$ cat config.mk
export PLATFORM = sky130hd
export DESIGN_NAME = gamma_pipe_mc
export DESIGN_NICKNAME = d
export VERILOG_FILES = /design/src/rtl/gamma_pkg.sv /design/src/rtl/gamma_lane.sv /design/src/rtl/gamma_pipe_mc.sv
export SDC_FILE = /design/constraint.sdc
export NUM_CORES = 1
export LEC_CHECK = 0
export BUFFER_PORTS_ARGS = -buffer_cell sky130_fd_sc_hd__buf_2
export CORE_AREA = 8 8 125 213
export CTS_BUF_LIST = sky130_fd_sc_hd__clkbuf_16
export CTS_CLUSTER_DIAMETER = 200
export DETAILED_ROUTE_END_ITERATION = 16
export DIE_AREA = 0 0 133 221
export PLACE_DENSITY = 0.66
export SYNTH_ARGS = -nofsm -noshare
export SYNTH_HDL_FRONTEND = slang
export SYNTH_SLANG_ARGS = --single-unit
$ cat constraint.sdc
create_clock -name Clock -period 15.5 [get_ports Clock]
set_input_delay 0 -clock Clock [delete_from_list [all_inputs] [get_ports Clock]]
set_output_delay 0 -clock Clock [all_outputs]
set_load 0.01 [all_outputs]
$ cat src/rtl/gamma_pkg.sv
// Shared types and helpers for the gamma branch-metric pipeline.
// Clip statistics are enabled by defining GAMMA_CLIP_STATS_EN.
package gamma_pkg;

  typedef enum logic [1:0] {
    SC_1_0   = 2'd0,
    SC_0_75  = 2'd1,
    SC_0_5   = 2'd2,
    SC_0_625 = 2'd3
  } scale_e;

  typedef enum logic {
    IDLE  = 1'b0,
    FRAME = 1'b1
  } frame_state_e;

  localparam scale_e SCALE_RST = SC_0_75;
  localparam int unsigned SAT_W = 32;

  // Clamp x to the range of a w-bit signed number.
  function automatic logic signed [SAT_W-1:0] sat(input logic signed [SAT_W-1:0] x,
                                                  input int unsigned w);
    logic signed [SAT_W-1:0] hi;
    logic signed [SAT_W-1:0] lo;
    logic signed [SAT_W-1:0] r;
    hi = $signed((SAT_W'(1) << (w - 1)) - SAT_W'(1));
    lo = ~hi;
    if (x > hi)      r = hi;
    else if (x < lo) r = lo;
    else             r = x;
    return r;
  endfunction

endpackage

$ cat src/rtl/gamma_lane.sv
// One lane of the gamma unit: ba1 scaling ahead of stage 1, saturating adds ahead of stage 2.
// Clip flags exist only when GAMMA_CLIP_STATS_EN is defined.
module gamma_lane
  import gamma_pkg::*;
#(
  parameter int unsigned N = 5,
  parameter int unsigned M = 6
) (
  input  scale_e              scale,
  input  logic signed [M-1:0] ba1,
  output logic signed [M-1:0] scaled_c,
  input  logic signed [M-1:0] s1_ba1,
  input  logic signed [N-1:0] s1_ba2,
  input  logic signed [N-1:0] s1_ba3,
  output logic signed [M:0]   ba1ba3_c,
  output logic signed [M:0]   ba1ba2ba3_c
`ifdef GAMMA_CLIP_STATS_EN
  ,
  output logic [1:0]          clip_c
`endif
);

  localparam int unsigned PW = M + 3;
  localparam int unsigned RW = M + 1;
  localparam logic signed [PW-1:0] K3 = PW'(3);
  localparam logic signed [PW-1:0] K5 = PW'(5);

  logic signed [PW-1:0]    x;
  logic signed [SAT_W-1:0] sum1, sat1, sum2;

  // Full-precision product then arithmetic shift, so results floor toward -inf.
  always_comb begin
    x = PW'(ba1);
    case (scale)
      SC_0_75:  scaled_c = M'((x * K3) >>> 2);
      SC_0_5:   scaled_c = M'(x >>> 1);
      SC_0_625: scaled_c = M'((x * K5) >>> 3);
      default:  scaled_c = ba1;
    endcase
  end

  // ba1ba2ba3 builds on the already-saturated ba1ba3.
  always_comb begin
    sum1        = SAT_W'(s1_ba1) + SAT_W'(s1_ba3);
    sat1        = sat(sum1, RW);
    sum2        = sat1 + SAT_W'(s1_ba2);
    ba1ba3_c    = RW'(sat1);
    ba1ba2ba3_c = RW'(sat(sum2, RW));
  end

`ifdef GAMMA_CLIP_STATS_EN
  assign clip_c = {sat(sum2, RW) != sum2, sat1 != sum1};
`endif

endmodule

$ cat src/rtl/gamma_pipe_mc.sv
// P-lane gamma branch-metric unit: two-stage elastic pipeline with frame tracking.
// Define GAMMA_CLIP_STATS_EN to enable per-frame clip statistics.
module gamma_pipe_mc
  import gamma_pkg::*;
#(
  parameter int unsigned N     = 5,
  parameter int unsigned M     = 6,
  parameter int unsigned P     = 4,
  parameter int unsigned CNT_W = 16
) (
  input  logic                  Clock,
  input  logic                  nReset,
  input  logic                  in_valid,
  output logic                  in_ready,
  input  logic                  in_sof,
  input  logic                  in_eof,
  input  logic [1:0]            scale_sel,
  input  logic [P-1:0][M-1:0]   ba1,
  input  logic [P-1:0][N-1:0]   ba2,
  input  logic [P-1:0][N-1:0]   ba3,
  output logic                  out_valid,
  input  logic                  out_ready,
  output logic                  out_sof,
  output logic                  out_eof,
  output logic [P-1:0][M:0]     ba1ba3,
  output logic [P-1:0][M:0]     ba1ba2ba3,
  output logic                  frame_err,
  output logic [CNT_W-1:0]      clip_count,
  output logic                  clip_count_valid
);

  frame_state_e state, state_nxt;
  scale_e       scale_q, scale_cur;

  logic                s1_valid, s1_sof, s1_eof;
  logic [P-1:0][M-1:0] s1_ba1, scaled_c;
  logic [P-1:0][N-1:0] s1_ba2, s1_ba3;
  logic [P-1:0][M:0]   ab3_c, ab23_c;
  logic                s1_en, s2_en, in_acc;
  logic                keep_c, scale_ld_c, err_set_c, err_clr_c;

`ifdef GAMMA_CLIP_STATS_EN
  localparam int unsigned PC_W = $clog2(2 * P + 1);
  localparam int unsigned AW   = CNT_W + 1;
  logic [P-1:0][1:0] lane_clip_c, s2_clip;
  logic [PC_W-1:0]   pop_c;
  logic [CNT_W-1:0]  acc_q, acc_base_c, acc_sum_c;
  logic [AW-1:0]     acc_wide_c;
`endif

  assign s2_en     = !out_valid || out_ready;
  assign s1_en     = !s1_valid || s2_en;
  assign in_ready  = s1_en;
  assign in_acc    = in_valid && s1_en;
  // An sof beat is scaled with the factor it brings, not the one latched before.
  assign scale_cur = in_sof ? scale_e'(scale_sel) : scale_q;

  for (genvar i = 0; i < P; i++) begin : g_lane
    gamma_lane #(.N(N), .M(M)) u_lane (
      .scale       (scale_cur),
      .ba1         (ba1[i]),
      .scaled_c    (scaled_c[i]),
      .s1_ba1      (s1_ba1[i]),
      .s1_ba2      (s1_ba2[i]),
      .s1_ba3      (s1_ba3[i]),
      .ba1ba3_c    (ab3_c[i]),
      .ba1ba2ba3_c (ab23_c[i])
`ifdef GAMMA_CLIP_STATS_EN
      ,
      .clip_c      (lane_clip_c[i])
`endif
    );
  end

  always_ff @(posedge Clock or negedge nReset) begin
    if (!nReset) state <= IDLE;
    else         state <= state_nxt;
  end

  always_comb begin
    state_nxt = state;
    if (in_acc) begin
      if (in_sof)                       state_nxt = in_eof ? IDLE : FRAME;
      else if (state == FRAME && in_eof) state_nxt = IDLE;
    end
  end

  // Beats accepted in IDLE without sof are swallowed and flagged.
  always_comb begin
    keep_c     = 1'b0;
    scale_ld_c = 1'b0;
    err_set_c  = 1'b0;
    err_clr_c  = 1'b0;
    if (in_acc) begin
      if (in_sof) begin
        keep_c     = 1'b1;
        scale_ld_c = 1'b1;
        err_clr_c  = 1'b1;
      end else if (state == FRAME) begin
        keep_c = 1'b1;
      end else begin
        err_set_c = 1'b1;
      end
    end
  end

  always_ff @(posedge Clock or negedge nReset) begin
    if (!nReset) begin
      scale_q   <= SCALE_RST;
      frame_err <= 1'b0;
    end else begin
      if (scale_ld_c) scale_q <= scale_e'(scale_sel);
      if (err_clr_c)      frame_err <= 1'b0;
      else if (err_set_c) frame_err <= 1'b1;
    end
  end

  always_ff @(posedge Clock or negedge nReset) begin
    if (!nReset) begin
      s1_valid <= 1'b0;
      s1_sof   <= 1'b0;
      s1_eof   <= 1'b0;
      s1_ba1   <= '0;
      s1_ba2   <= '0;
      s1_ba3   <= '0;
    end else if (s1_en) begin
      s1_valid <= keep_c;
      if (keep_c) begin
        s1_sof <= in_sof;
        s1_eof <= in_eof;
        s1_ba1 <= scaled_c;
        s1_ba2 <= ba2;
        s1_ba3 <= ba3;
      end
    end
  end

  // Stage 2 only moves when downstream can take it, keeping outputs stable under stall.
  always_ff @(posedge Clock or negedge nReset) begin
    if (!nReset) begin
      out_valid <= 1'b0;
      out_sof   <= 1'b0;
      out_eof   <= 1'b0;
      ba1ba3    <= '0;
      ba1ba2ba3 <= '0;
    end else if (s2_en) begin
      out_valid <= s1_valid;
      if (s1_valid) begin
        out_sof   <= s1_sof;
        out_eof   <= s1_eof;
        ba1ba3    <= ab3_c;
        ba1ba2ba3 <= ab23_c;
      end
    end
  end

`ifdef GAMMA_CLIP_STATS_EN
  always_ff @(posedge Clock or negedge nReset) begin
    if (!nReset)                 s2_clip <= '0;
    else if (s2_en && s1_valid)  s2_clip <= lane_clip_c;
  end

  // Saturating per-frame total; an sof beat restarts the count.
  always_comb begin
    pop_c = '0;
    for (int i = 0; i < P; i++) begin
      pop_c = pop_c + PC_W'(s2_clip[i][0]) + PC_W'(s2_clip[i][1]);
    end
    acc_base_c = out_sof ? '0 : acc_q;
    acc_wide_c = {1'b0, acc_base_c} + AW'(pop_c);
    acc_sum_c  = acc_wide_c[CNT_W] ? '1 : acc_wide_c[CNT_W-1:0];
  end

  always_ff @(posedge Clock or negedge nReset) begin
    if (!nReset) begin
      acc_q            <= '0;
      clip_count       <= '0;
      clip_count_valid <= 1'b0;
    end else begin
      clip_count_valid <= 1'b0;
      if (out_valid && out_ready) begin
        acc_q <= acc_sum_c;
        if (out_eof) begin
          clip_count       <= acc_sum_c;
          clip_count_valid <= 1'b1;
        end
      end
    end
  end
`else
  assign clip_count       = '0;
  assign clip_count_valid = 1'b0;
`endif

endmodule
After elaboration in Yosys (flattened, before gate mapping)

Cells that the tools add are included.

Register bits after elaboration: 130
Input bits: 72
Output and inout bits: 78
Logic and storage cells: 109

Add/subtract/negate cells: 8
$mul: 8
Order comparisons: 16
Equal/unequal tests: 3
Muxes and demuxes: 34
Reductions and logical operators: 11

Operator list:

| kind                                                                   | count |
|---|---|
| 32-bit by 7-bit > comparator with 1-bit output (second input constant) | 8 |
| 32-bit by 7-bit < comparator with 1-bit output (second input constant) | 8 |
| 32-bit 2-to-1 mux                                                      | 8 |
| 32-bit by 5-bit adder with 32-bit output                               | 4 |
| 6-bit one-hot mux with 3 select lines                                  | 4 |
| 7-bit 2-to-1 mux                                                       | 8 |
| 6-bit by 4-bit multiplier with 9-bit output (second input constant)    | 4 |
| 6-bit by 3-bit multiplier with 8-bit output (second input constant)    | 4 |
| 6-bit by 5-bit adder with 7-bit output                                 | 4 |
| 1-bit 2-to-1 mux                                                       | 13 |
| 2-bit AND reduction                                                    | 3 |
| 2-bit == test (second input constant)                                  | 2 |
| 2-bit nonzero test                                                     | 2 |
| 2-bit by 1-bit == test with 1-bit output (second input constant)       | 1 |
| 1-bit logical AND                                                      | 2 |
| 1-bit zero test                                                        | 2 |
| 1-bit logical OR                                                       | 2 |
| 2-bit 2-to-1 mux                                                       | 1 |

Depth between registers and ports, before layout

Gate-level depths: netlist of the first run.

Depth after elaboration: 8
Gate-level depth with buffers: 22
Depth with buffers taken out: 21

Modules after synthesis

From an unflattened synthesis of the first run, not the netlist that was laid out.

Cell total of the unflattened synthesis: 1001
Area total of the unflattened synthesis: 11728.7 um^2

Modules (own cells, without submodules):

| module                        | instances | cells an instance | area each (um^2) | sequential area each (um^2) |
|---|---|---|---|---|
| gamma_pipe_mc                 | 1         | 303               | 5327.6           | 3254.4 |
| gamma_lane (g_lane[2].u_lane) | 1         | 186               | 1645.3           | 0.0 |
| gamma_lane (g_lane[1].u_lane) | 1         | 173               | 1604.0           | 0.0 |
| gamma_lane (g_lane[0].u_lane) | 1         | 169               | 1580.3           | 0.0 |
| gamma_lane (g_lane[3].u_lane) | 1         | 170               | 1571.5           | 0.0 |

Worst setup path after synthesis of the first run

OpenSTA, ideal clock, no wires.

Path kind: register to register
From: register s1_ba3[0] (netlist name)
To: register ba1ba2ba3[6] (netlist name)
Setup time: 0.157 ns
Arrival: 5.289 ns
Data required time: 15.343 ns
Slack: 10.054 ns
Stages on the path, launching flop included: 23
Buffers on the path: 1
Clock period less this slack: 5.446 ns
Cell sequence: dfrtp_1 ha_1 fa_1 a21o_1 a21oi_1 nor2b_1 nor3_1 mux2i_1 inv_1 ha_1 and3_1 clkbuf_1 nor2_1 inv_1 fa_1 inv_1 fa_1 or4_1 nor4_1 nand2_1 a211o_1 a21oi_1 a211oi_1

Longest elaborated chain between the ends: 8
Elaborated cells on any way between the ends: 10
Classes of those cells: add/sub (2); order compare (4); mux (4)

RTL lines:

| element                                        | line                 | RTL |
|---|---|---|
| start: declaration                             | gamma_pipe_mc.sv:37  | `logic [P-1:0][N-1:0] s1_ba2, s1_ba3;` |
| start signal: assignment                       | gamma_pipe_mc.sv:125 | `s1_ba3 <= '0;` |
| start signal: assignment                       | gamma_pipe_mc.sv:133 | `s1_ba3 <= ba3;` |
| 6-bit by 5-bit adder with 7-bit output *       | gamma_lane.sv:44     | `sum1 = SAT_W'(s1_ba1) + SAT_W'(s1_ba3);` |
| 32-bit by 7-bit < comparator with 1-bit output | gamma_pkg.sv:29      | `else if (x < lo) r = lo;` |
| 32-bit 2-to-1 mux                              | gamma_pkg.sv:29      |  |
| 32-bit 2-to-1 mux *                            | gamma_pkg.sv:28      | `if (x > hi) r = hi;` |
| 32-bit by 5-bit adder with 32-bit output *     | gamma_lane.sv:46     | `sum2 = sat1 + SAT_W'(s1_ba2);` |
| 32-bit by 7-bit < comparator with 1-bit output | gamma_pkg.sv:29      |  |
| 7-bit 2-to-1 mux                               | gamma_pkg.sv:29      |  |
| 7-bit 2-to-1 mux *                             | gamma_pkg.sv:28      |  |
| end signal: assignment                         | gamma_pipe_mc.sv:145 | `ba1ba2ba3 <= '0;` |
| end signal: assignment                         | gamma_pipe_mc.sv:152 | `ba1ba2ba3 <= ab23_c;` |
| end: declaration                               | gamma_pipe_mc.sv:26  | `output logic [P-1:0][M:0] ba1ba2ba3,` |

Mark *: on every way between the ends. The rest lies on a longest branch, timed or not.
A chain may end at the register's enable or synchronous reset.

Worst setup path in the final report of the first run

From: register s1_ba1[0] (netlist name)
To: register ba1ba2ba3[6] (netlist name)

Longest elaborated chain between the ends: 8
Elaborated cells on any way between the ends: 10
Classes of those cells: add/sub (2); order compare (4); mux (4)

RTL lines:

| element                                        | line                 | RTL |
|---|---|---|
| start: declaration                             | gamma_pipe_mc.sv:36  | `logic [P-1:0][M-1:0] s1_ba1, scaled_c;` |
| start signal: assignment                       | gamma_pipe_mc.sv:131 | `s1_ba1 <= scaled_c;` |
| 6-bit by 5-bit adder with 7-bit output *       | gamma_lane.sv:44     |  |
| 32-bit by 7-bit < comparator with 1-bit output | gamma_pkg.sv:29      |  |
| 32-bit 2-to-1 mux                              | gamma_pkg.sv:29      |  |
| 32-bit 2-to-1 mux *                            | gamma_pkg.sv:28      |  |
| 32-bit by 5-bit adder with 32-bit output *     | gamma_lane.sv:46     |  |
| 32-bit by 7-bit < comparator with 1-bit output | gamma_pkg.sv:29      |  |
| 7-bit 2-to-1 mux                               | gamma_pkg.sv:29      |  |
| 7-bit 2-to-1 mux *                             | gamma_pkg.sv:28      |  |

Marked as above.

==> summary.md, run 1 <==
| Metric | Value |
|---|---|
| Core Area | `0.0237 mm2` |
| CP max stage cell | `inv_1` |
| Buf/Inv on CP | `3` |
| Reg2Reg Setup Slack | `roughly 9600 ps` |
| Critical path class | `flop to flop` |
| Initial antenna violation count | `1` |
| Number of global-route vias before repair | `roughly 9000` |
| Hold path startpoint | `in_valid` |
| Clk_lat worst skew | `440 ps` |
| Sequential element share of the synthesized area | `0.299` |
| Design Area, Final | `0.0129 mm2` |
| Avg Cell Area, Syn | `around 9.8 um2` |
| Count leader, synth | `dfrtp_1` |
| Post-route ant nets | `0` |
| Final hold violation count | `0` |
| Total track usage | `0.186` |
| Die W | `133 um` |
| Clock skew | `about 7.6 ps` |
| Top cells by count, synth | `dfrtp_1, nand2_1, ha_1` |
| Fin crit share | `0.381` |
| Slew margin rel. | `0.348` |
| Cell Rows | `between 70 and 80` |
| Final WL | `~26000 um` |
| Netlist Area Pre-Place | `0.0109 mm2` |
| Die area | `0.0294 mm2` |
| Vias | `8484` |
| Hold path cells | `3` |
| HP Class | `input port to flop` |
| Router iterations before antenna repair | `4` |
| Hold Path End | `frame_err` |
| Worst path max stage delay | `about 580 ps` |
| Htree depth | `4` |
| Peak supply drop | `0.000134 V` |
| CP Cell Sequence | `ha_1 -> fa_1 -> a21o_1 -> a21oi_1 -> nor2b_1 -> nor3_1 -> mux2i_1 -> inv_1 -> ha_1 -> and3_1 -> nor2_1 -> inv_1 -> fa_1 -> inv_1 -> fa_1 -> or4_1 -> nor4_1 -> nand2_1 -> a211o_1 -> a21oi_1 -> a211oi_1` |
| Maximum clock rate | `~0.17 GHz` |
| Crit Path Max Fanout | `13` |
| PwrDens | `between 200 and 250 mW/mm2` |
| Worst EP required | `around 16000 ps` |
| Post-synth EDFFs | `0` |
| Vert. Die Dim | `approximately 220 um` |
| Placed Instances | `around 1500` |
| Area fraction of the dominant cell type after synthesis | `0.297` |
| Worst slew pin tran | `between 900 and 1000 ps` |
| Syn-to-layout area delta | `18.1%` |
| FF-to-FF Start | `s1_ba1[0]` |
| Ys Warns | `0` |
| Tmin final | `around 5900 ps` |
| Unique masters post-synth | `67` |
| Vias per cell | `5.30` |
| NumNets Final | `around 1500` |
| RSZ-0062 raised after global routing | `no` |
| Status | `complete, no violations` |
| Final setup fails | `0` |
| Worst path top cell family by delay | `adder cells` |
| Setup TNS | `0 ps` |
| First-pass GRT wire length | `about 44000 um` |
| DRC viols | `0` |
| GPL Wtd Cong | `around 0.86` |
| Async SR Flop Fraction | `1.00` |
| Total CTS buffers | `17` |
| FF-to-FF End | `ba1ba2ba3[6]` |
| Avg WL per Cell | `16.4 um` |
| Clock-pin transition on the worst setup and hold timing paths | `about 60 ps` |
| Most used flip-flop cell after synthesis | `dfrtp_1` |
| CTS sink cnt | `130` |
| DP Area | `about 0.012 mm2` |
| Grt ovf | `0` |
| R2R depth | `21` |
| TritonCTS clock tree | `done` |
| Initial DRC count | `between 400 and 500` |
| Largest net degree at the start of global routing | `70` |
| Arr. time, crit path | `6170 ps` |
| Clock Path Buffers | `2` |
| Startpoint types | `flop` |
| Initial Utilization | `0.458` |
| Layout cells sized above 1 | `0.172` |
| Fin cells | `~1600` |
| Hold WS | `26.5 ps` |
| Yosys top cell by area | `dfrtp_1` |
| Root buffer cell | `clkbuf_16` |
| Max Cap Violations | `0` |
| Leak pwr | `0.00601 uW` |
| Mapped Cells | `between 1000 and 1500` |
| Port Buffer Count | `132` |
| Critical path depth in cells | `21` |
| CP Capture Type | `flop` |
| Slew Limit Fails | `0` |
| Synth Register Bits | `between 100 and 150` |
| Post-DP HPWL | `about 21000 um` |
| Dominant cells by area after synthesis | `dfrtp_1, fa_1, ha_1, nand2_1, mux2_2` |
| Io pins | `150` |
-- what timing repair did --
action	CTS	global route
resized for setup	0	0
buffers inserted	0	0
hold buffers	56	0
endpoints found under the setup margin	0	0
endpoints found under the hold margin	121	0
-- layer usage --
metal  up-vias  track usage  wire (um)
li1       4162            -          -
met1      4093        0.198      10400
met2       177        0.335      14000
met3        52       0.0413        896
met4         0       0.0895        940
met5         -            0          0
-- layout by cell type, fill, tap and decap left out, drive strengths merged, types with 15 or more instances in the layout --
cell / synthesis / layout
nand2b: 15 / 15
nand4: 20 / 20
xor2: 18 / 18
a221o: 17 / 17
buf: 23 / 140
dlygate4sd3: 0 / 56
nor2: 77 / 77
fa: 72 / 72
mux2: 54 / 54
nand2: 113 / 113
ha: 112 / 112
a21o: 21 / 21
inv: 84 / 88
dfrtp: 129 / 129
conb: 1 / 17
nor2b: 18 / 18
xnor2: 35 / 35
o21ai: 61 / 61
clkbuf: 38 / 17
a21oi: 72 / 72
-- worst min-delay path: cells and delay by family --
kind | cells | cell delay (ps)
AO/OA/AOI/OAI | 1 | 110
buffers and inverters | 1 | 70
AND/OR/NAND/NOR | 1 | 240
-- through the flow --
step           setup slack [ps]  total power, uW   util
2_1_floorplan             10050             1960      -
3_3_place_gp               9700             2410  0.496
3_5_place_dp               9600             2440  0.496
4_1_cts                    9580             2830  0.542
5_1_grt                    9130             3110  0.542
6_report                   9600             2810  0.542
-- kinds of logic after synthesis --
| family | synth area share |
|---|---|
| muxes | 0.0687 |
| buffers and inverters | 0.0569 |
| AOI/OAI and AO/OA | 0.135 |
| xor gates and xnor gates | 0.0426 |
| adders and majority gates | 0.261 |
| and+or+nand+nor | 0.136 |
| DFF | 0.299 |
| other | 0.000344 |
-- sequential cells by signal, summed over array words and instances, names as in the netlist --
signal	cells
state	1
frame_err	1
scale_q	2
s1_ba3	20
ba1ba2ba3	28
s1_sof	1
out_sof	1
ba1ba3	28
s1_ba2	20
s1_ba1	24
s1_valid	1
out_eof	1
out_valid	1
s1_eof	1
-- power breakdown --
| group | switching, uW | total [uW] | internal, uW |
|---|---|---|---|
| combinational | 1090 | 1900 | 803 |
| sequential | 89.6 | 554 | 464 |
| clock | 154 | 355 | 202 |
-- worst max path at each step --
| stage | from | endpoint | slack [ps] |
|---|---|---|---|
| detailed placement | s1_ba3[0] | ba1ba2ba3[6] | 9600 |
| floorplan | s1_ba3[0] | ba1ba2ba3[6] | 10050 |
| finish | s1_ba1[0] | ba1ba2ba3[6] | 9600 |
| global route | s1_ba1[0] | ba1ba2ba3[6] | 9130 |
| global placement | s1_ba3[0] | ba1ba2ba3[6] | 9700 |
| CTS | s1_ba3[0] | ba1ba2ba3[6] | 9580 |
-- area by class of cell --
cell class / count / area [um2]
tap: 308 / 385
clock inverter: 15 / 96.3
inverter: 84 / 315
multi-input combinational: 851 / 7090
timing repair buffer: 196 / 1290
fill: 2166 / 10900
clock buffer: 17 / 425
antenna: 1 / 2.50
sequential: 130 / 3250
(Power assumes the default switching activity.)
==> run 2: changes to the inputs <==
--- a/config.mk
+++ b/config.mk
@@ -5,13 +5,14 @@
 export SDC_FILE = /design/constraint.sdc
 export NUM_CORES = 1
 export LEC_CHECK = 0
+export ABC_AREA = 1
 export BUFFER_PORTS_ARGS = -buffer_cell sky130_fd_sc_hd__buf_2
-export CORE_AREA = 8 8 125 213
+export CORE_AREA = 8 8 129 220
 export CTS_BUF_LIST = sky130_fd_sc_hd__clkbuf_16
 export CTS_CLUSTER_DIAMETER = 200
 export DETAILED_ROUTE_END_ITERATION = 16
-export DIE_AREA = 0 0 133 221
-export PLACE_DENSITY = 0.66
+export DIE_AREA = 0 0 137 228
+export PLACE_DENSITY = 0.69
 export SYNTH_ARGS = -nofsm -noshare
 export SYNTH_HDL_FRONTEND = slang
 export SYNTH_SLANG_ARGS = --single-unit
==> constraint.sdc (replaced) <==
create_clock -name Clock -period 5.3 [get_ports Clock]
set_input_delay 0 -clock Clock [delete_from_list [all_inputs] [get_ports Clock]]
set_output_delay 0 -clock Clock [all_outputs]
set_load 0.01 [all_outputs]
==> run 2 against run 1 <==
Net effect:
- area after synthesis rose by 7.3%
- clock-buffer cell count did not move
- critical endpoint is now ba1ba2ba3[8]
- clock skew barely moved
- register-to-register slack got worse by 9000 ps
- non-clock buffer count rose by 19
- sequential power rose to 2.9 times the previous value
- clock power rose to 3.2 times the previous value
- global-route usage rose by 1.5 points
- die area rose by 6.3%
- first-iteration DRC count fell by 1.4%
- final area rose by 7.6%
- flip-flop and latch count did not move
==> summary.md, run 2 <==
| Metric | Value |
|---|---|
| Grt ovf | `0 (unchanged)` |
| Clock Power Share | `0.137 (+0.010)` |
| Core Area | `0.0252 mm2 (+6.3%)` |
| Post CTS Setup Buffer Count | `0 (unchanged)` |
| Setup ws final | `595 ps (-9000 ps)` |
| Commonest cells after routing, fill and taps aside | `nand2_1, inv_1, buf_2` |
| First-pass GRT wire length | `50800 um (+16%)` |
| Hold path startpoint | `ba1[11]` |
| Initial Utilization | `0.463 (+0.00428)` |
| Most used flip-flop cell after synthesis | `dfrtp_1` |
| Initial antenna violation count | `0 (-1)` |
| Tmin final | `4700 ps (-1200 ps)` |
| Dominant cells by area after synthesis | `dfrtp_1, nand2_1, fa_1, ha_1, inv_1` |
| Number of global-route vias before repair | `10900 (+21%)` |
| Clock-pin transition on the worst setup and hold timing paths | `60 ps (about the same)` |
| Avg Cell Area, Syn | `7.44 um2 (-24%)` |
| Power Internal | `4090 uW (+180%)` |
| CTS sink cnt | `130 (unchanged)` |
| Initial DRC count | `485 (-1.4%)` |
| Vias per cell | `5.00 (-5.7%)` |
| Die area | `0.0312 mm2 (+6.3%)` |
| Post-synth EDFFs | `0 (unchanged)` |
| Total CTS buffers | `17 (unchanged)` |
| HP Class | `input port to flop` |
| FF-to-FF Start | `s1_ba3[5]` |
| Sequential share of power | `0.193 (-0.004)` |
| Final setup fails | `0 (unchanged)` |
| Critical path class | `flop to flop` |
| Sequential element share of the synthesized area | `0.279 (-0.0204)` |
| Worst slew pin tran | `965 ps (-12.8 ps)` |
| Hold Path End | `s1_ba1[10]` |
| Die W | `137 um (+3.0%)` |
| Largest family of logic cells by synthesized area | `simple AND/OR/NAND/NOR gates` |
| Layout cells sized above 1 | `0.121 (-0.0519)` |
| Cell mode on critical path | `nand2_1` |
| Synth Area in Compound Gates | `0.101 (-0.0341)` |
| Total track usage | `0.200 (+0.0149)` |
| RSZ-0062 raised after global routing | `no` |
| Vias | `10400 (+23%)` |
| Root buffer cell | `clkbuf_16` |
| Slew margin rel. | `0.356 (+0.00852)` |
| Ys Warns | `0 (unchanged)` |
| Power, Total | `8250 uW (+190%)` |
| Fin crit share | `0.888 (+0.507)` |
| Startpoint types | `flop` |
| Commonest non-fill, non-tap cell in the layout | `nand2_1` |
| Sw Ratio | `0.505 (+0.0283)` |
| Peak supply drop | `0.000308 V (+130%)` |
| Final hold violation count | `0 (unchanged)` |
| Status | `complete, no violations` |
| CP Capture Type | `flop` |
| Synth Area in Adders | `0.243 (-0.0178)` |
| Cell Rows | `77 (+2.7%)` |
| Leak pwr | `0.00742 uW (+23%)` |
| Slew Limit Fails | `0 (unchanged)` |
| Max Cap Violations | `0 (unchanged)` |
| Maximum clock rate | `0.213 GHz (+25%)` |
| Vert. Die Dim | `228 um (+3.2%)` |
| Clk_lat worst skew | `440 ps (about the same)` |
| Unique masters post-synth | `45 (-33%)` |
| CP max stage cell | `a22oi_1` |
| Dpl ws | `566 ps (-9040 ps)` |
| XOR/XNOR share of the synthesized area | `0.00975 (-0.0329)` |
| Synth Register Bits | `130 (unchanged)` |
| Router iterations before antenna repair | `5 (+1)` |
| Port Buffer Count | `132 (unchanged)` |
| Worst EP required | `5660 ps (-10110 ps)` |
| Antenna diodes | `0 (-1)` |
| Biggest regs | `ba1ba2ba3 x28, ba1ba3 x28, s1_ba1 x24` |
| Yosys top cell by area | `dfrtp_1` |
| FF-to-FF End | `ba1ba2ba3[8]` |
| Arr. time, crit path | `5070 ps (-1100 ps)` |
| NumNets Final | `2018 (+31%)` |
| Mux cell area share after synthesis | `0 (-0.0687)` |
| R2R depth | `25 (+19%)` |
| Post-DP HPWL | `22900 um (+11%)` |
| Clock Path Buffers | `2 (unchanged)` |
| Switch Pwr | `4160 uW (+210%)` |
| Final WL | `29900 um (+14%)` |
| Htree depth | `4 (unchanged)` |
| Post-route ant nets | `0 (unchanged)` |
| Syn-to-layout area delta | `18.5%` |
| Io pins | `150 (unchanged)` |
| Clock skew | `8.08 ps (+0.439 ps)` |
| Count leader, synth | `nand2_1` |
| Top cells by count, synth | `nand2_1, inv_1, dfrtp_1` |
| Async SR Flop Fraction | `1.00 (unchanged)` |
| GPL Wtd Cong | `0.867 (+1.2%)` |
| Worst path max stage delay | `430 ps (-150 ps)` |
| Reg2Reg Setup Slack | `600 ps (-9000 ps)` |
| Simple-Gate Fraction of Synth Area | `0.261 (+0.125)` |
| Crit Path Max Fanout | `13 (unchanged)` |
| TritonCTS clock tree | `done` |
| Area fraction of the dominant cell type after synthesis | `0.276 (-0.0202)` |
| Hold path cells | `5 (+2)` |
| Netlist Area Pre-Place | `0.0117 mm2 (+7.3%)` |
| Largest net degree at the start of global routing | `83 (+19%)` |
| Comb pwr share | `0.669 (-0.007)` |
| Mapped Cells | `1571 (+42%)` |
| Setup TNS | `0 ps (unchanged)` |
| Avg WL per Cell | `14.3 um (-13%)` |
| PwrDens | `596 mW/mm2 (+170%)` |
| DRC viols | `0 (unchanged)` |
[run 2: final cells by class]
cell class / instances / area [um2]
clock buffers: 17 / 425
clock inverters: 15 / 129
multi-input cells: 1158 / 7260
fillers: 2394 / 11400
well taps: 316 / 395
repair buffers: 215 / 1470
inverters: 240 / 901
flip-flops and latches: 130 / 3250
[run 2: timing repair]
item	in CTS	in global routing
hold buffers	71	0
resized for setup	0	1
endpoints found under the hold margin	145	0
endpoints found under the setup margin	0	3
[run 2: logic make-up after synthesis]
| family | after synthesis |
|---|---|
| adders and majority gates | 184 |
| and+or+nand+nor | 733 |
| other | 1 |
| DFF | 130 |
| buffers and inverters | 299 |
| AOI/OAI and AO/OA | 211 |
| xor gates and xnor gates | 13 |
[run 2: worst max-delay path, delay by kind of cell (launching register included)]
kind | cells | cell delay, ps
adders and majority gates | 5 | 1600
AOI/OAI and AO/OA | 6 | 1240
and+or+nand+nor | 10 | 980
buffers and inverters | 4 | 420
DFF | 1 | 350
[run 2: power by group through the flow]
stage | combinational (uW) | clock (uW) | sequential [uW]
floorplan | 3970 | 0 | 1680
global placement | 5330 | 0 | 1600
detailed placement | 5470 | 0 | 1610
CTS | 5560 | 1150 | 1600
global route | 6360 | 1190 | 1640
finish | 5520 | 1130 | 1590
[run 2: worst max-delay path by stage]
stage,end,slack [ps],cells past startpoint,start
floorplan,ba1ba2ba3[21],690,29,s1_ba3[15]
global placement,ba1ba2ba3[22],740,28,s1_ba3[15]
detailed placement,ba1ba2ba3[24],570,28,s1_ba1[18]
CTS,ba1ba2ba3[24],570,28,s1_ba1[18]
global route,ba1ba2ba3[12],140,25,s1_ba3[5]
finish,ba1ba2ba3[8],600,25,s1_ba3[5]
[run 2: stage by stage]
stage | instances | hold slack, ps | instance area (um2) | util
after floorplan | 1587 | -296 | 11700 | -
after global placement | 1988 | 91.6 | 12600 | 0.498
after detailed placement | 1988 | 99.8 | 12600 | 0.498
after CTS | 2091 | 4.68 | 13800 | 0.548
after global routing | 2091 | 65.0 | 13800 | 0.548
final | 2091 | 27.6 | 13800 | 0.548
[run 2: layer usage]
layer / GRT usage / up-vias / part of all wire
met5: 0 / - / 0
met2: 0.355 / 214 / 0.51
li1: - / 5300 / -
met4: 0.0989 / 0 / 0.035
met3: 0.0288 / 60 / 0.038
met1: 0.227 / 4872 / 0.41
==> run 3: changes to the inputs <==
--- a/config.mk
+++ b/config.mk
@@ -7,11 +7,12 @@
 export LEC_CHECK = 0
 export ABC_AREA = 1
 export BUFFER_PORTS_ARGS = -buffer_cell sky130_fd_sc_hd__buf_2
-export CORE_AREA = 8 8 129 220
+export CORE_AREA = 2 2 123 214
 export CTS_BUF_LIST = sky130_fd_sc_hd__clkbuf_16
 export CTS_CLUSTER_DIAMETER = 200
 export DETAILED_ROUTE_END_ITERATION = 16
-export DIE_AREA = 0 0 137 228
+export DIE_AREA = 0 0 125 216
+export MAX_ROUTING_LAYER = met4
 export PLACE_DENSITY = 0.69
 export SYNTH_ARGS = -nofsm -noshare
 export SYNTH_HDL_FRONTEND = slang
==> run 3 against run 2 <==
Net effect:
- setup slack improved by 21 ps
- critical path type unchanged
- first-iteration DRC count rose by 10%
- highest routed layer unchanged
- register-to-register slack improved by 20 ps
- maximum frequency rose by 0.45%
- routed wire length fell by 2.9%
- clock power barely moved
- global-route usage rose by 2.9 points
==> summary.md, run 3 (synthesis gave the netlist of run 2 again) <==
| Metric | Value |
|---|---|
| Biggest regs | `ba1ba2ba3 x28, ba1ba3 x28, s1_ba1 x24` |
| CTS sink cnt | `130 (unchanged)` |
| Total track usage | `0.229 (+0.0287)` |
| Htree depth | `4 (unchanged)` |
| Clock Power Share | `0.140 (+0.003)` |
| Crit Path Max Fanout | `13 (unchanged)` |
| Core Area | `0.0252 mm2 (unchanged)` |
| Slew Limit Fails | `0 (unchanged)` |
| First-pass GRT wire length | `49300 um (-2.9%)` |
| Sw Ratio | `0.504 (about the same)` |
| Initial Utilization | `0.463 (unchanged)` |
| Peak supply drop | `0.000264 V (-15%)` |
| Power, Total | `8210 uW (-0.44%)` |
| Max Cap Violations | `0 (unchanged)` |
| Startpoint types | `flop` |
| Antenna diodes | `0 (unchanged)` |
| NumNets Final | `2012 (-0.30%)` |
| Critical path class | `flop to flop` |
| Post-cts resize count | `0 (unchanged)` |
| Placed Instances | `1988 (unchanged)` |
| Clock skew | `13.7 ps (+5.61 ps)` |
| Layout Utilization | `0.546 (-0.00198)` |
| Reg2Reg Setup Slack | `620 ps (+20 ps)` |
| Commonest non-fill, non-tap cell in the layout | `nand2_1` |
| PwrDens | `596 mW/mm2 (about the same)` |
| Initial antenna violation count | `0 (unchanged)` |
| Setup TNS | `0 ps (unchanged)` |
| Arr. time, crit path | `5040 ps (-30 ps)` |
| Fin cells | `2085 (-0.29%)` |
| Leak pwr | `0.00739 uW (-0.38%)` |
| RSZ-0062 raised after global routing | `no` |
| HP Class | `input port to flop` |
| Switch Pwr | `4140 uW (-0.48%)` |
| Worst EP required | `5660 ps (about the same)` |
| Comb pwr share | `0.665 (-0.004)` |
| Port Buffer Count | `132 (unchanged)` |
| Die area | `0.0270 mm2 (-14%)` |
| Post-route ant nets | `0 (unchanged)` |
| Final hold violation count | `0 (unchanged)` |
| Clock-pin transition on the worst setup and hold timing paths | `60 ps (about the same)` |
| Slew margin rel. | `0.370 (+0.0139)` |
| Router iterations before antenna repair | `5 (unchanged)` |
| Clk_lat worst skew | `440 ps (about the same)` |
| Cell Rows | `77 (unchanged)` |
| Post-DP HPWL | `21900 um (-4.4%)` |
| Number of global-route vias before repair | `10700 (-1.4%)` |
| Post CTS Setup Buffer Count | `0 (unchanged)` |
| Vert. Die Dim | `216 um (-5.3%)` |
| Avg WL per Cell | `13.9 um (-2.6%)` |
| Maximum clock rate | `0.214 GHz (+0.45%)` |
| Grt ovf | `0 (unchanged)` |
| DRC viols | `0 (unchanged)` |
| Syn-to-layout area delta | `18.0%` |
| Initial DRC count | `535 (+10%)` |
| Die W | `125 um (-8.8%)` |
| Final WL | `29100 um (-2.9%)` |
| Hold_buf cts | `65 (-8.5%)` |
| Commonest cells after routing, fill and taps aside | `nand2_1, inv_1, buf_2` |
| Fin crit share | `0.884 (-0.00400)` |
| Largest net degree at the start of global routing | `82 (-1.2%)` |
| Tmin final | `4680 ps (-21.2 ps)` |
| Io pins | `150 (unchanged)` |
| CP Capture Type | `flop` |
| Layout cells sized above 1 | `0.122 (+0.00154)` |
| TritonCTS clock tree | `done` |
| GPL Wtd Cong | `0.879 (+1.4%)` |
| Power Internal | `4070 uW (-0.41%)` |
| Vias | `10500 (+0.56%)` |
| Vias per cell | `5.04 (+0.85%)` |
| Root buffer cell | `clkbuf_16` |
| Clock Path Buffers | `2 (unchanged)` |
| Worst slew pin tran | `945 ps (-20.9 ps)` |
| Final setup fails | `0 (unchanged)` |
| Total CTS buffers | `17 (unchanged)` |
| Status | `complete, no violations` |
| Sequential share of power | `0.194 (about the same)` |
## run 3: cell types whose count changed in the layout (fill, tap and decap cells not counted), sizes merged
cell,before,now
dlygate4sd3,71,65
inv,243,242
clkinv,7,8
## run 3: path summary, 6_finish.rpt
| path | cells after the start | start | end |
|---|---|---|---|
| setup / recovery | 25 | s1_ba3[5] | ba1ba2ba3[11] |
| hold / removal | 5 | ba1[23] | s1_ba1[23] |
| setup reg to reg | 25 | s1_ba3[5] | ba1ba2ba3[11] |
| hold reg to reg | 2 | s1_ba2[18] | s1_ba2[18] |
| max in group asynchronous | 3 | nReset | ba1ba3[1] |
| min in group asynchronous | 2 | nReset | s1_ba3[16] |
## run 3: power by group through the flow
stage / clock network, uW / registers [uW] / logic, uW
after floorplan: 0 / 1680 / 3970
after global placement: 0 / 1610 / 5250
after detailed placement: 0 / 1620 / 5390
after CTS: 1180 / 1600 / 5470
after global routing: 1220 / 1640 / 6310
final: 1150 / 1600 / 5470
## run 3: cell type report
type                            count  area (um2)
Fill cell                        2442       11500
Multi-Input combinational cell   1158        7260
Sequential cell                   130        3250
Timing Repair Buffer              209        1410
Inverter                          240         901
Clock buffer                       17         425
Tap cell                          316         395
Clock inverter                     15         144
## run 3: per-layer routing
metal | up-vias | global-route usage | part of all wire
met1 | 4945 | 0.257 | 0.41
met2 | 215 | 0.411 | 0.52
met4 | 0 | 0.0852 | 0.029
met5 | - | - | 0
li1 | 5292 | - | -
met3 | 53 | 0.0335 | 0.033
## run 3: worst max-delay path, stage by stage, from the launching register on
cell and delay (ps):
dfrtp_1 350, ha_1 190, fa_1 220, a21oi_1 70
o21ai_0 260, nand2_1 80, a22oi_1 400, inv_1 90
buf_4 230, ha_1 370, nand2_1 130, inv_1 50
a21oi_1 180, nand2_1 160, fa_1 390, inv_1 80
fa_1 420, nor2_1 100, nand2_1 60, nor2_1 110
nand2_1 60, nor2_1 80, nand3_1 80, nand2_1 170
a21oi_1 100, a21oi_1 170
## run 3: through the flow
stage	hold WS, ps	instance area (um2)	setup slack (ps)
CTS	2.96	13800	582
global route	33.0	13800	67.4
floorplan	-296	11700	692
finish	21.8	13800	617
detailed placement	0.601	12600	621
global placement	3.03	12600	778
